## src/rtl/prince_pkg.sv

```systemverilog
// Shared definitions for the PRINCE round controller: step encodings,
// round-constant seeds and schedule landmarks.
package prince_pkg;

    localparam int SBOX_LAT_DEFAULT = 2;

    // Step indices within the 25-step schedule.
    localparam int MID_STEP     = 12;
    localparam int ADD_OUT_STEP = 24;

    localparam logic [63:0] ALPHA = 64'hc0ac29b7c97c50dd;

    typedef enum logic [2:0] {
        LIN_NONE    = 3'd0,
        LIN_ADD_IN  = 3'd1,
        LIN_FWD     = 3'd2,
        LIN_MID     = 3'd3,
        LIN_BWD     = 3'd4,
        LIN_ADD_OUT = 3'd5
    } lin_sel_e;

    typedef enum logic [2:0] {
        ST_IDLE,
        ST_ADD,
        ST_SBOX,
        ST_LIN,
        ST_DONE
    } ctrl_state_e;

    // RC0..RC5; RC6..RC11 follow from RC[11-i] = RC[i] ^ ALPHA.
    localparam logic [63:0] RC_LO [6] = '{
        64'h0000000000000000,
        64'h13198a2e03707344,
        64'ha4093822299f31d0,
        64'h082efa98ec4e6c89,
        64'h452821e638d01377,
        64'hbe5466cf34e90c6c
    };

    // Kind of linear step found at a given schedule index (LIN state only).
    function automatic lin_sel_e lin_step_kind(input logic [4:0] step);
        if (step == 5'(MID_STEP))
            return LIN_MID;
        else if (step == 5'(ADD_OUT_STEP))
            return LIN_ADD_OUT;
        else if (step < 5'(MID_STEP))
            return LIN_FWD;
        else
            return LIN_BWD;
    endfunction

endpackage

```

## src/rtl/prince_rc_rom.sv

```systemverilog
// Combinational PRINCE round-constant lookup, RC0..RC11 indexed by round.
module prince_rc_rom
    import prince_pkg::*;
(
    input  logic [3:0]  round,
    output logic [63:0] rc
);

    // Upper half is mirrored from the lower half, so the alpha-reflection holds by construction.
    always_comb begin
        rc = '0;
        for (int i = 0; i < 6; i++) begin
            if (round == 4'(i))
                rc = RC_LO[i];
            if (round == 4'(11 - i))
                rc = RC_LO[i] ^ ALPHA;
        end
    end

endmodule

```

## src/rtl/prince_round_ctrl.sv

```systemverilog
// Control sequencer for a masked PRINCE datapath: walks the 25-step
// schedule and drives state write, S-box pipeline, key/RC and handshake.
module prince_round_ctrl
    import prince_pkg::*;
#(
    parameter int SBOX_LAT = SBOX_LAT_DEFAULT
) (
    input  logic        clk,
    input  logic        rst,
    input  logic        start,
    output logic        in_ready,
    output logic        out_valid,
    input  logic        out_ready,
    output logic        state_we,
    output logic        load_in,
    output logic        sbox_en,
    output logic        sbox_inv,
    output logic        rnd_req,
    output logic [2:0]  lin_sel,
    output logic [63:0] rc,
    output logic [3:0]  round
);

    localparam logic [2:0] LAST_CYC = 3'(SBOX_LAT - 1);

    ctrl_state_e state_reg, state_next;
    logic [4:0]  step_reg, step_next;
    logic [2:0]  cyc_reg, cyc_next;
    logic [3:0]  round_reg, round_next;
    lin_sel_e    lin_sel_int;
    logic [63:0] rom_rc;

    prince_rc_rom u_rc_rom (
        .round (round_reg),
        .rc    (rom_rc)
    );

    always_ff @(posedge clk or posedge rst) begin
        if (rst) begin
            state_reg <= ST_IDLE;
            step_reg  <= '0;
            cyc_reg   <= '0;
            round_reg <= '0;
        end else begin
            state_reg <= state_next;
            step_reg  <= step_next;
            cyc_reg   <= cyc_next;
            round_reg <= round_next;
        end
    end

    always_comb begin
        state_next  = state_reg;
        step_next   = step_reg;
        cyc_next    = cyc_reg;
        round_next  = round_reg;
        in_ready    = 1'b0;
        out_valid   = 1'b0;
        state_we    = 1'b0;
        load_in     = 1'b0;
        sbox_en     = 1'b0;
        sbox_inv    = 1'b0;
        rnd_req     = 1'b0;
        lin_sel_int = LIN_NONE;

        case (state_reg)
            ST_IDLE: begin
                in_ready = 1'b1;
                if (start) begin
                    state_next = ST_ADD;
                    step_next  = '0;
                    cyc_next   = '0;
                    round_next = '0;
                end
            end
            ST_ADD: begin
                state_we    = 1'b1;
                load_in     = 1'b1;
                lin_sel_int = LIN_ADD_IN;
                state_next  = ST_SBOX;
                step_next   = 5'd1;
                round_next  = 4'd1;
            end
            ST_SBOX: begin
                sbox_en  = 1'b1;
                sbox_inv = (step_reg > 5'(MID_STEP));
                rnd_req  = (cyc_reg == 3'd0);
                if (cyc_reg == LAST_CYC) begin
                    state_we   = 1'b1;
                    cyc_next   = '0;
                    step_next  = step_reg + 5'd1;
                    state_next = ST_LIN;
                end else begin
                    cyc_next = cyc_reg + 3'd1;
                end
            end
            ST_LIN: begin
                state_we    = 1'b1;
                lin_sel_int = lin_step_kind(step_reg);
                if (step_reg == 5'(ADD_OUT_STEP)) begin
                    state_next = ST_DONE;
                end else begin
                    step_next  = step_reg + 5'd1;
                    state_next = ST_SBOX;
                    // MID shares its round with the S layers on either side.
                    if (lin_sel_int != LIN_MID)
                        round_next = round_reg + 4'd1;
                end
            end
            ST_DONE: begin
                out_valid = 1'b1;
                if (out_ready) begin
                    state_next = ST_IDLE;
                    step_next  = '0;
                    round_next = '0;
                end
            end
            default: state_next = ST_IDLE;
        endcase
    end

    assign lin_sel = lin_sel_int;
    assign round   = round_reg;
    assign rc      = (lin_sel_int == LIN_NONE || lin_sel_int == LIN_MID) ? 64'd0 : rom_rc;

endmodule

```

## config.mk

```make
export PLATFORM = sky130hd
export DESIGN_NAME = prince_round_ctrl
export DESIGN_NICKNAME = d
export VERILOG_FILES = /design/src/rtl/prince_pkg.sv /design/src/rtl/prince_rc_rom.sv /design/src/rtl/prince_round_ctrl.sv
export SDC_FILE = /design/constraint.sdc
export NUM_CORES = 1
export LEC_CHECK = 0
export ABC_AREA = 1
export CAP_MARGIN = 20
export CORE_MARGIN = 3
export CORE_UTILIZATION = 43
export CTS_BUF_LIST = sky130_fd_sc_hd__clkbuf_8
export DETAILED_ROUTE_END_ITERATION = 16
export HOLD_SLACK_MARGIN = 0.12
export PLACE_DENSITY = 0.84
export SLEW_MARGIN = 10
export SYNTH_ARGS = -nofsm -noshare
export SYNTH_HDL_FRONTEND = slang
export SYNTH_SLANG_ARGS = --single-unit
```

## constraint.sdc

```tcl
create_clock -name clk -period 2.5 [get_ports clk]
set_input_delay 0.5 -clock clk [delete_from_list [all_inputs] [get_ports clk]]
set_output_delay 0.5 -clock clk [all_outputs]
set_load 0.01 [all_outputs]
```

==> results.md <==
* Crit start category: register
* Leak Pwr at 0.00159 uW
* Count leader, synth: nand2_1
* Grt peak-use layer: met2
* Initial DRC count at 174
* EDFF count, synth at 0
* Routed WL at 5980 um
* Critical path's slowest cell: dfrtp_2
* Max Freq at 0.400 GHz
* DPL Wire Length at 3940 um
* Worst hold slack at 0.489 ns
* Met3 Track Usage GR at 3.60%
* Register share of total power at 14.6%
* Hold WC Path Type: reg2reg
* IO Count at 82
* Core Region at 3830 sq um
* Post-synthesis sequential element count at 15
* Diode count at 0
* RSZ-0062 raised after global routing: true
* Global-route met1 utilization at 26.8%
* Sequential share of the synthesized area at 21.2%
* Leading area contributor after synthesis: dfrtp_1
* Detail Route Antenna Nets at 0
* Pre-CTS setup slack at -0.0596 ns
* Critical Path End Type: output port
* Clk_lat worst skew at 0.26 ns
* Critical Path Max Stage Delay at 0.45 ns
* Commonest cells post-synth: nand2_1 (72), inv_1 (35), nor2_1 (32)
* Root Buffer: clkbuf_8
* WP buf/inv at 3
* Max-slew violation count at 0
* Failing checks: setup timing
* Clock sinks at 15
* Std-Cell Rows at 22
* Fin crit share at 100%
* Asr flop ratio synth at 100%
* Power per cell area at 1010 nW/um^2
* Port bufs at 80
* Inserted Clock Buffers at 3
* Largest net degree at the start of global routing at 21
* Netlist area before placement at 1770 sq um
* Fin worst setup slack at -0.00125 ns
* Yosys cell types at 25
* Yosys top cell area share at 21.2%
* GP Congestion at 0.929
* Slew @ Worst Pin at 0.582 ns
* Die ar. at 4930 sq um
* Critical path data arrival time at 2.00 ns
* Clock buffer depth at 2
* Share of layout cells above drive strength 1 at 36.4%
* Crit Path Category: reg2out
* Final Hold Viols at 0
* Worst path most repeated cell: o21ai_2
* Initial antenna violation count at 0
* Combinational share of power at 78.0%
* Vias in the first global route at 1899
* Nets@finish at 401
* Critical Path End: rc[3]
* Worst EP required at 2.00 ns
* 1st-pass router iterations at 5
* R2R Path Start: state_reg[2]$_DFFE_PP0P_
* Clk_skew at 0.00814 ns
* CP cell instances: inv_2 -> ha_4 -> o21ai_2 -> nand2_2 -> o21ai_2 -> nand2_1 -> o21ai_1 -> inv_1 -> dlygate4sd2_1
* Synth Flop Type: dfrtp_1
* R2r setup slk at 0.80 ns
* Net count after synthesis at 302
* Slew headroom at 60.8%
* Vias at 2255
* Endpoints failing setup at 2
* First-pass GRT wire length at 8450 um
* YS warnings at 0
* Cell internal pwr at 1420 uW
* DRC violations left at 0
* Switching Share at 50.1%
* R2R depth at 8
* Net Sw Power at 1420 uW
* Gr usage total at 20.3%
* Layout area overhead at 59.1%
* Reg clk slew, reported paths at 0.07 ns
* Avg Cell Area, Syn at 6.07 sq um
* Status: complete, but fails checks
* WL per Instance at 13.6 um
* Clk pwr share at 7.4%
* Crit path depth at 9
* Max-cap violations at 0
* Grt met2 use at 35.4%
* DR vias/cell at 5.15
* Number of H-tree levels at 1
* RR Endpoint: step_reg[0]$_DFFE_PP0P_
* Die Wd at 70.2 um
* CP top delay family: compound AO/OA/AOI/OAI gates
* CP startpoint: round[0]$_DFFE_PP0P_
* Minimum clock period at 2.50 ns
* Overflow after GRT at 0
* Crit-path max FO at 4
* CTS tree: yes
* Max reg flops at 5
* Area contributors post-synth: dfrtp_1 (21%), nand2_1 (15%), buf_4 (11%), a21oi_1 (8.2%), inv_1 (7.4%)
* Initial core utilization at 46.3%
* Post-Synthesis Cells at 292
* Peak VDD IR at 770 uV
* Die H at 70.2 um
power by group through the flow:
stage / registers (uW) / logic, uW / clock network, uW
global placement: 393 / 1990 / 0
CTS: 392 / 1920 / 209
finish: 414 / 2220 / 209
global route: 423 / 2440 / 221
floorplan: 410 / 1160 / 0
detailed placement: 398 / 2020 / 0
stage by stage:
step / TNS [ns] / instances / power (uW) / util, % / cell area (sq um)
2_1_floorplan: 0 / 292 / 1570 / - / 1770
4_1_cts: -0.0255 / 428 / 2520 / 70.3 / 2690
6_report: -0.00206 / 438 / 2840 / 73.7 / 2820
3_5_place_dp: -0.696 / 420 / 2410 / 69.2 / 2650
5_1_grt: -1.16 / 438 / 3080 / 73.7 / 2820
3_3_place_gp: -1.11 / 420 / 2390 / 69.2 / 2650
final cells by class:
cell class,count,area [sq um]
Fill cell,275,1000
Clock buffer,3,41.3
Inverter,40,150
Multi-Input combinational cell,206,1190
Sequential cell,15,380
Clock inverter,1,7.51
Timing Repair Buffer,125,996
Tap cell,48,60.1
tightest hold or removal path: cells and delay by family, from the launching register on:
family | cells | cell delay [ns]
simple gates | 1 | 0.05
flops | 1 | 0.34
compound gates | 1 | 0.06
logic make-up after synthesis:
family / after synthesis / share of synthesized area, %
simple gates: 134 / 32.5
buf+inv: 71 / 21.6
compound gates: 60 / 17.8
flops: 15 / 21.2
fa+ha+maj: 6 / 4.23
xor+xnor: 5 / 2.47
other cells: 1 / 0.212
repair_timing:
action                     4_1_cts  5_1_grt
hold endpoints to repair         0        0
buffers inserted                 4        9
pin swaps                        3        9
setup endpoints to repair       63       60
gates resized for setup         80      110
hold buffers                     0        0
gates cloned                     0        1
per-layer routing:
metal | share of wire (%) | up-vias
li1 | - | 1097
met1 | 43 | 1061
met2 | 51 | 91
met3 | 6.0 | 6
met4 | 0.52 | 0
met5 | 0 | -
layout by cell type (no fill, tap or decap), types with 7 or more instances in the layout:
cell	count
clkdlybuf4s50_1	17
nand2_1	62
nand3_1	14
nor2_1	26
a21oi_1	20
nor2_2	7
clkdlybuf4s15_1	9
o21ai_0	15
a21oi_2	9
dlygate4sd2_1	26
inv_1	28
inv_2	12
clkbuf_2	25
nand2_2	15
buf_4	43
dfrtp_1	11
worst min-delay path by stage:
stage | start | endpoint | slack (ns) | cells after the start
CTS | step_reg[4]$_DFFE_PP0P_ | step_reg[4]$_DFFE_PP0P_ | 0.49 | 2
detailed placement | step_reg[4]$_DFFE_PP0P_ | step_reg[4]$_DFFE_PP0P_ | 0.47 | 2
floorplan | rst | cyc_reg[0]$_DFFE_PP0P_ | 0.40 | 1
finish | step_reg[4]$_DFFE_PP0P_ | step_reg[4]$_DFFE_PP0P_ | 0.49 | 2
global route | step_reg[4]$_DFFE_PP0P_ | step_reg[4]$_DFFE_PP0P_ | 0.55 | 2
global placement | step_reg[4]$_DFFE_PP0P_ | step_reg[4]$_DFFE_PP0P_ | 0.47 | 2
(Power assumes the default switching activity.)
